--- src/rtl/apb_pkg.sv ---
// Shared types and helpers for the APB completer register file.
package apb_pkg;

  typedef enum logic {
    IDLE,
    ACCESS
  } apb_state_e;

  localparam int unsigned PPROT_PRIV_BIT = 0;

  function automatic logic [7:0] lane_merge(
    input logic [7:0] old_b,
    input logic [7:0] new_b,
    input logic       strb
  );
    return strb ? new_b : old_b;
  endfunction

endpackage

--- src/rtl/apb_reg_bank.sv ---
// Register storage for the APB completer: byte-lane writes, one-cycle write
// strobes, read mux with the live status word in the top slot.
module apb_reg_bank
  import apb_pkg::*;
#(
  parameter int unsigned         DATASIZE  = 32,
  parameter int unsigned         NUM_REGS  = 8,
  parameter int unsigned         IDX_W     = 3,
  parameter logic [DATASIZE-1:0] RESET_VAL = '0
) (
  input  logic                         clk,
  input  logic                         rst,
  input  logic                         wr_en,
  input  logic [IDX_W-1:0]             wr_idx,
  input  logic [DATASIZE-1:0]          wdata,
  input  logic [DATASIZE/8-1:0]        wstrb,
  input  logic [IDX_W-1:0]             rd_idx,
  input  logic [DATASIZE-1:0]          hw_status,
  output logic [DATASIZE-1:0]          rd_data,
  output logic [NUM_REGS*DATASIZE-1:0] reg_flat,
  output logic [NUM_REGS-1:0]          wr_pulse
);

  localparam int unsigned RW_REGS = NUM_REGS - 1;
  localparam int unsigned LANES   = DATASIZE / 8;

  logic [DATASIZE-1:0] regs_q [RW_REGS];
  logic [DATASIZE-1:0] regs_d [RW_REGS];
  logic [NUM_REGS-1:0] wr_pulse_q;
  logic [NUM_REGS-1:0] wr_pulse_d;

  always_comb begin
    regs_d     = regs_q;
    wr_pulse_d = '0;
    for (int unsigned i = 0; i < RW_REGS; i++) begin
      if (wr_en && (wr_idx == IDX_W'(i))) begin
        for (int unsigned b = 0; b < LANES; b++) begin
          regs_d[i][b*8 +: 8] = lane_merge(regs_q[i][b*8 +: 8], wdata[b*8 +: 8], wstrb[b]);
        end
        wr_pulse_d[i] = 1'b1;
      end
    end
  end

  // Status slot defaults to hw_status so out-of-range indices never read storage.
  always_comb begin
    rd_data = hw_status;
    for (int unsigned i = 0; i < RW_REGS; i++) begin
      if (rd_idx == IDX_W'(i)) begin
        rd_data = regs_q[i];
      end
    end
  end

  always_comb begin
    reg_flat = '0;
    for (int unsigned i = 0; i < RW_REGS; i++) begin
      reg_flat[i*DATASIZE +: DATASIZE] = regs_q[i];
    end
    reg_flat[RW_REGS*DATASIZE +: DATASIZE] = hw_status;
  end

  always_ff @(posedge clk) begin
    if (rst) begin
      for (int unsigned i = 0; i < RW_REGS; i++) begin
        regs_q[i] <= RESET_VAL;
      end
      wr_pulse_q <= '0;
    end else begin
      regs_q     <= regs_d;
      wr_pulse_q <= wr_pulse_d;
    end
  end

  assign wr_pulse = wr_pulse_q;

endmodule

--- src/rtl/apb_completer_regfile.sv ---
// APB completer endpoint: setup/access FSM, wait-state counter and access
// decode in front of a byte-addressable register bank.
module apb_completer_regfile
  import apb_pkg::*;
#(
  parameter int unsigned         ADDRSIZE    = 32,
  parameter int unsigned         DATASIZE    = 32,
  parameter int unsigned         NUM_REGS    = 8,
  parameter int unsigned         WAIT_STATES = 1,
  parameter int unsigned         PRIV_WRITE  = 1,
  parameter logic [DATASIZE-1:0] RESET_VAL   = '0
) (
  input  logic                         PCLK,
  input  logic                         PRESET,
  input  logic                         PSEL,
  input  logic                         PENABLE,
  input  logic                         PWRITE,
  input  logic [ADDRSIZE-1:0]          PADDR,
  input  logic [DATASIZE-1:0]          PWDATA,
  input  logic [DATASIZE/8-1:0]        PSTRB,
  input  logic [2:0]                   PPROT,
  input  logic                         stall_in,
  input  logic [DATASIZE-1:0]          hw_status,
  output logic                         PREADY,
  output logic [DATASIZE-1:0]          PRDATA,
  output logic                         PSLVERR,
  output logic [NUM_REGS*DATASIZE-1:0] reg_flat,
  output logic [NUM_REGS-1:0]          wr_pulse
);

  localparam int unsigned         IDX_W    = $clog2(NUM_REGS);
  localparam int unsigned         STRB_W   = DATASIZE / 8;
  localparam logic [ADDRSIZE-3:0] WORDS    = (ADDRSIZE-2)'(NUM_REGS);
  localparam logic [ADDRSIZE-3:0] STAT_IDX = (ADDRSIZE-2)'(NUM_REGS - 1);

  apb_state_e          state_q, state_d;
  logic [3:0]          wait_cnt_q, wait_cnt_d;
  logic [IDX_W-1:0]    idx_q, idx_d;
  logic                write_q, write_d;
  logic [DATASIZE-1:0] wdata_q, wdata_d;
  logic [STRB_W-1:0]   strb_q, strb_d;
  logic                err_q, err_d;

  logic [ADDRSIZE-3:0] word_addr;
  logic                dec_err;
  logic                pready;
  logic                complete;
  logic                wr_en;
  logic [DATASIZE-1:0] rd_data;
  logic                pprot_unused;

  assign pprot_unused = ^PPROT[2:1];
  assign word_addr    = PADDR[ADDRSIZE-1:2];

  // Full word address is compared so aliases above the bank also fault.
  assign dec_err = (PADDR[1:0] != 2'b00)
                || (word_addr >= WORDS)
                || (PWRITE && (word_addr == STAT_IDX))
                || ((PRIV_WRITE != 0) && PWRITE && !PPROT[PPROT_PRIV_BIT]);

  assign pready   = (state_q == ACCESS) && (wait_cnt_q == 4'd0) && !stall_in;
  assign complete = pready && PSEL && PENABLE;
  assign wr_en    = complete && write_q && !err_q;

  always_comb begin
    state_d    = state_q;
    wait_cnt_d = wait_cnt_q;
    idx_d      = idx_q;
    write_d    = write_q;
    wdata_d    = wdata_q;
    strb_d     = strb_q;
    err_d      = err_q;
    case (state_q)
      IDLE: begin
        if (PSEL && !PENABLE) begin
          state_d    = ACCESS;
          wait_cnt_d = 4'(WAIT_STATES);
          idx_d      = PADDR[IDX_W+1:2];
          write_d    = PWRITE;
          wdata_d    = PWDATA;
          strb_d     = PSTRB;
          err_d      = dec_err;
        end
      end
      ACCESS: begin
        if (!PSEL || complete) begin
          state_d = IDLE;
        end
        if (wait_cnt_q != 4'd0) begin
          wait_cnt_d = wait_cnt_q - 4'd1;
        end
      end
      default: state_d = IDLE;
    endcase
  end

  always_ff @(posedge PCLK) begin
    if (PRESET) begin
      state_q    <= IDLE;
      wait_cnt_q <= '0;
      idx_q      <= '0;
      write_q    <= 1'b0;
      wdata_q    <= '0;
      strb_q     <= '0;
      err_q      <= 1'b0;
    end else begin
      state_q    <= state_d;
      wait_cnt_q <= wait_cnt_d;
      idx_q      <= idx_d;
      write_q    <= write_d;
      wdata_q    <= wdata_d;
      strb_q     <= strb_d;
      err_q      <= err_d;
    end
  end

  apb_reg_bank #(
    .DATASIZE  (DATASIZE),
    .NUM_REGS  (NUM_REGS),
    .IDX_W     (IDX_W),
    .RESET_VAL (RESET_VAL)
  ) u_bank (
    .clk       (PCLK),
    .rst       (PRESET),
    .wr_en     (wr_en),
    .wr_idx    (idx_q),
    .wdata     (wdata_q),
    .wstrb     (strb_q),
    .rd_idx    (idx_q),
    .hw_status (hw_status),
    .rd_data   (rd_data),
    .reg_flat  (reg_flat),
    .wr_pulse  (wr_pulse)
  );

  assign PREADY  = pready;
  assign PSLVERR = pready && err_q;
  assign PRDATA  = (pready && !write_q && !err_q) ? rd_data : '0;

endmodule

--- config.mk ---
export PLATFORM = sky130hd
export DESIGN_NAME = apb_completer_regfile
export DESIGN_NICKNAME = d
export VERILOG_FILES = /design/src/rtl/apb_pkg.sv /design/src/rtl/apb_reg_bank.sv /design/src/rtl/apb_completer_regfile.sv
export SDC_FILE = /design/constraint.sdc
export NUM_CORES = 1
export LEC_CHECK = 0
export BUFFER_PORTS_ARGS = -buffer_cell sky130_fd_sc_hd__buf_2
export CAP_MARGIN = 20
export CORE_MARGIN = 3
export CORE_UTILIZATION = 45
export DETAILED_ROUTE_END_ITERATION = 6
export PLACE_DENSITY = 0.71
export SLEW_MARGIN = 15
export SYNTH_ARGS = -nofsm -noshare
export SYNTH_HDL_FRONTEND = slang
export SYNTH_HIERARCHICAL = 1
export SYNTH_SLANG_ARGS = --single-unit
--- constraint.sdc ---
create_clock -name PCLK -period 4.5 [get_ports PCLK]
set_clock_uncertainty 0.1 [all_clocks]
set_input_delay 0.675 -clock PCLK [delete_from_list [all_inputs] [get_ports PCLK]]
set_output_delay 0.675 -clock PCLK [all_outputs]
set_load 0.02 [all_outputs]
==> results of run 1 <==
==> state kept, by name (all words and copies together) (netlist names) <==
name             count
u_bank/reg_flat    224
wdata_q             32
u_bank/wr_pulse      7
strb_q               4
wait_cnt_q           4
idx_q                3
err_q                1
state_q              1
write_q              1
==> through the flow <==
step                      total power [mW]  instances  hold slack, ns  utilization [%]  worst slack, ns
final                                 5.36       2364           0.271             56.0            0.557
after global routing                  5.52       2364           0.265             56.0            0.434
after CTS                             5.37       2363           0.249             55.9            0.456
after detailed placement              3.01       2311           0.374             52.7             1.06
after global placement                3.00       2311           0.367             52.7             1.09
after floorplan                       2.85       1674           0.346                -             1.85
==> synthesized netlist by cell type, types with 13 or more instances <==
cell type	instances
a211oi_1	29
a21oi_1	262
a22oi_1	29
and2_2	29
buf_2	20
buf_4	47
clkbuf_1	86
dfxtp_1	277
mux2i_1	67
nand2_1	275
nor2_1	74
nor2_4	13
o2111ai_1	28
o211a_1	28
o21ai_0	225
o21ai_1	25
o2bb2ai_1	29
==> power by group <==
part           internal [mW]  leakage, nW  switching [mW]
combinational          0.136         4.29           0.306
clock                   1.39        0.462           0.994
sequential              2.47         2.24          0.0587
total                   4.00         6.99            1.36
==> routing by layer <==
| layer | routed length [um] | track usage, % | vias up |
|---|---|---|---|
| met1 | 20500 | 38.6 | 6667 |
| met2 | 24500 | 50.3 | 923 |
| li1 | - | - | 6480 |
| met5 | 21 | 0 | - |
| met3 | 5570 | 7.34 | 146 |
| met4 | 1940 | 11.2 | 4 |
==> worst min-delay path, stage by stage <==
cell and delay, ns:
buf_2 0.09, nand2_1 0.04, a21oi_1 0.05
==> path summary, 6_finish.rpt <==
check / from / to / slack (ns) / depth (start not counted)
worst max-delay path: idx_q[0] / PRDATA[26] / 0.56 / 7
worst min register to register: u_bank/reg_flat[18] / u_bank/reg_flat[18] / 0.39 / 2
worst min-delay path: PWDATA[7] / wdata_q[7] / 0.27 / 3
worst max register to register: wait_cnt_q[0] / u_bank/reg_flat[133] / 1.14 / 10
==> final cells by class <==
class | count | area share (%)
clock buffer | 40 | 5.07
clock inverter | 12 | 0.720
inverter | 11 | 0.253
timing repair buffer | 425 | 13.7
sequential | 277 | 34.0
tap | 384 | 2.94
multi-input combinational | 1215 | 43.3
==> kinds of logic (layout without fill, tap and decap cells) <==
family          after synthesis  count (layout)
flops                       277             277
other cells                   1               1
simple gates                471             471
compound gates              672             672
xor+xnor                      2               2
fa+ha+maj                     1               1
mux                          68              68
buf+inv                     182             488
==> run metrics, run 1 <==
routed len/inst 22.2 um; GRT Overall Usage 30.4%; final antenna diode count 0; IO Pins roughly 410; post-synthesis register bit count 277; fraction of synthesized area in multiplexers 5.04%; area of the multi-input gates 7070 um^2; Fill cells approximately 2800; commonest non-fill, non-tap cell in the layout buf_2; share of synthesized registers carrying an async set or reset 0%; Mapped Cells 1674; dominant cells by area after synthesis dfxtp_1, a21oi_1, o21ai_0; layout cells sized above 1 between 20% and 30%; Final setup viols 0; crit end category output pin; worst stage delay on the critical path approximately 0.7 ns; DRC violations left 0; Post-Syn Area 13500 um^2; Clock Latency Late Sink 0.54 ns; Crit path buffers/inverters 2; Initial DRC Count 1648; Final nets just over 2000; Hold Fails Final Rpt 0; # clock sinks 277; Core Area 29200 um^2; DR vias 14220; largest net degree at the start of global routing 162; most frequent cells in the layout buf_2, nand2_1, dfxtp_1; row cnt between 60 and 70; final instance area roughly 16000 um^2; Routed WL 52500 um; initial antenna violation count 2; cells along the critical path and2b_1 -> buf_4 -> o21ai_0 -> o2111ai_1 -> o2bb2ai_1 -> and2_2 -> buf_2; die area 32200 um^2; post-synthesis adder-cell area fraction 0.0924%; maxcap violations 0; Overflow after GRT 0; worst vdd ir about 240 uV; CTS max path bufs 3; Post-CTS Resized 0; xor and xnor area share after synthesis 0.129%; HPWL Detailed 34800 um; Slew HR 28.9%; CTS tree built; Pwr Density 328 nW/um^2; EDFF count, synth 0; register area share after synthesis 41.0%; Yosys top cell area share approximately two fifths; yosys warns 6; unrepaired setup endpoints after global routing no; CP Class flip-flop to output pin; status finished, final reports clean; Slew @ Worst Pin 1.07 ns; simple-gate area share of the yosys netlist around 18%; largest area contributor in the netlist dfxtp_1; Min-Delay Path Class input pin to flip-flop; CP arrival about 3.2 ns; Pleak around 7.0 nW; root buffer cell clkbuf_16; I/O Buffers 403; Required @ worst endpoint 3.72 ns; Final TNS setup 0 ns; Max Freq 254 MHz; syn avg cell area a little over 8 um^2; main combinational cell family by area after synthesis compound AO/OA/AOI/OAI gates; Vias per Instance 6.02; hold_buf cts 0; Reg clk slew, reported paths 0.06 ns; Crit path max-delay family simple AND/OR/NAND/NOR gates; register area 5550 um^2; GP Congestion 0.951; Max Slew Vio Count 0; First-pass DRT Iterations 7; vias in the first global route 13590; Inserted Clock Buffers 29; Antenna Nets Post-Route 0; Critical Path Slowest Stage Cell and2b_1; Die Ht 179 um; H-Tree Depth 1; Period minus WS final 3.94 ns; startpoint types flip-flop; Initial Util between 40 and 50%; CP max FO 36; DP Area about 15000 um^2; Post-Syn Nets 1784; count of cell types in the netlist just over 60; Synth Area in Compound Gates roughly 29%; first-pass GRT wire length 79600 um; fin crit share 87.6%; Area growth syn-to-layout 20.6%; Die W roughly 180 um; Post-synth top flop dfxtp_1; postcts setup bufs 0
No activity file was read; power rests on OpenSTA's default activity.
==> inputs of run 2 (changes only) <==
GPL_TIMING_DRIVEN = 0   (was default)
clock period = 4.82 ns   (was 4.5 ns; I/O delays follow)
==> run metrics, run 2 (synthesis results as in run 1) <==
Hold Fails Final Rpt 0; Period minus WS final 4.01 ns; Vias per Instance 6.21; hold path cells 3; Max Slew Vio Count 0; Sw Share 26.8%; Sw Pwr 1.39 mW; Core Area 29200 um^2; crit end category output pin; Final nets 2219; Die Ht ~180 um; area of the multi-input gates between 7000 and 8000 um^2; Die W approximately 180 um; Area growth syn-to-layout 25.7%; H-Tree Depth 1; CTS max path bufs 3; HPWL Detailed 45800 um; Layout Cells excl Fill 2515; FF-to-FF path depth 10; final antenna diode count 0; register area 5550 um^2; commonest non-fill, non-tap cell in the layout buf_2; I/O Buffers 403; die area 32200 um^2; hold_buf cts 0; worst vdd ir 235 uV; Initial DRC Count 2430; Overflow after GRT 0; CP max FO 10; root buffer cell clkbuf_16; Antenna Nets Post-Route 0; Post-CTS Resized 0; DR vias roughly 16000; Initial Util 46.4%; first-pass GRT wire length 91800 um; Pleak 7.41 nW; fin crit share 83.1%; Slew @ Worst Pin between 1 and 1.5 ns; Hold Path Origin PWDATA[7]; Crit path top cell by count or3b_4; GRT Overall Usage a little over a third; Critical Path Slowest Stage Cell or3b_4; unrepaired setup endpoints after global routing no; CP arrival 3.18 ns; vias in the first global route about 15000; flop2flop setup slack 1.60 ns; CP Class flip-flop to output pin; WHS Endpoint wdata_q[7]; Required @ worst endpoint 4.00 ns; routed len/inst 25.2 um; worst stage delay on the critical path roughly 0.42 ns; Seq pwr share 45.2%; Final setup viols 0; Pwr Density 306 nW/um^2; Slew HR 21.7%; startpoint types flip-flop; Int Pwr 3.81 mW; IO Pins approximately 410; Reg clk slew, reported paths 0.06 ns; Logic pwr share 10.0%; initial antenna violation count 0; Max Freq 250 MHz; DRC violations left 0; Routed WL roughly 63000 um; r2r endpoint u_bank/reg_flat[183]; row cnt 62; largest net degree at the start of global routing 15; GP Congestion 0.963; # clock sinks 277; layout cells sized above 1 28.9%; Inst Count DP 2461; share of total power in the clock network 44.8%; Min-Delay Path Class input pin to flip-flop; worst r2r src wait_cnt_q[0]; Fill cells approximately 2800; Final TNS setup 0 ns; cells along the critical path inv_1 -> ha_1 -> or3b_4 -> or3b_4 -> nor3_4 -> clkbuf_2 -> and2_2 -> buf_2; status finished, final reports clean; First-pass DRT Iterations 6; postcts setup bufs 0; most frequent cells in the layout buf_2, dfxtp_1, nand2_1; maxcap violations 0; CTS tree built; Clock Latency Late Sink 0.56 ns; Inserted Clock Buffers 30; max FFs per register 224
==> run 2: cell count changes in the layout (fill, tap and decap cells not counted), sizes merged <==
cell / change
inv: +1
clkbuf: +98
buf: +55
clkinv: +1
clkinvlp: -3
bufinv: -1
==> run 2: worst max-delay path by stage <==
stage | from | to | cells after the start
6_report | wait_cnt_q[0] | PRDATA[16] | 8
5_1_grt | wait_cnt_q[0] | PRDATA[16] | 8
4_1_cts | wait_cnt_q[0] | PRDATA[16] | 8
3_5_place_dp | wait_cnt_q[0] | PRDATA[16] | 8
3_3_place_gp | wait_cnt_q[0] | PRDATA[16] | 8
2_1_floorplan | wait_cnt_q[0] | PRDATA[20] | 7
==> run 2: per-layer routing <==
metal,track usage (%),routed length [um],vias to the layer above
li1,-,-,6799
met1,45.4,23000,7273
met2,56.9,27500,1288
met3,11.2,8870,264
met4,20.3,3980,2
met5,1.78,76,-
==> run 2: metrics by stage <==
step | setup WS, ns | utilization [%] | power (mW) | hold WS [ns] | area [um^2]
after floorplan | 2.12 | - | 2.66 | 0.346 | 13500
after global placement | 1.48 | 55.0 | 2.88 | 0.364 | 16000
after detailed placement | 1.47 | 55.0 | 2.89 | 0.377 | 16000
after CTS | 0.883 | 58.4 | 5.17 | 0.281 | 17000
after global routing | 0.763 | 58.4 | 5.32 | 0.291 | 17000
final | 0.813 | 58.4 | 5.20 | 0.291 | 17000
==> run 2: cell type report <==
| cell class | instances | share of cell area, % |
|---|---|---|
| multi-input cells | 1215 | 41.3 |
| repair buffers | 403 | 11.9 |
| well taps | 384 | 2.82 |
| clock buffers | 44 | 5.31 |
| clock inverters | 10 | 0.485 |
| flip-flops and latches | 277 | 32.6 |
| plain buffers | 171 | 5.37 |
| inverters | 11 | 0.243 |
==> run 2: power by group through the flow <==
stage / clock (mW) / combinational [mW] / sequential (mW)
after floorplan: 0 / 0.278 / 2.38
after global routing: 2.43 / 0.535 / 2.35
final: 2.33 / 0.520 / 2.35
after global placement: 0 / 0.486 / 2.40
after CTS: 2.33 / 0.494 / 2.35
after detailed placement: 0 / 0.492 / 2.40
==> run 2: critical path: cells and delay by family (launching register included) <==
| kind | cells | cell delay (ns) |
|---|---|---|
| AND/OR/NAND/NOR | 4 | 1.49 |
| flip-flops | 1 | 0.32 |
| buffers and inverters | 3 | 0.66 |
| adder cells (fa/ha/maj) | 1 | 0.15 |
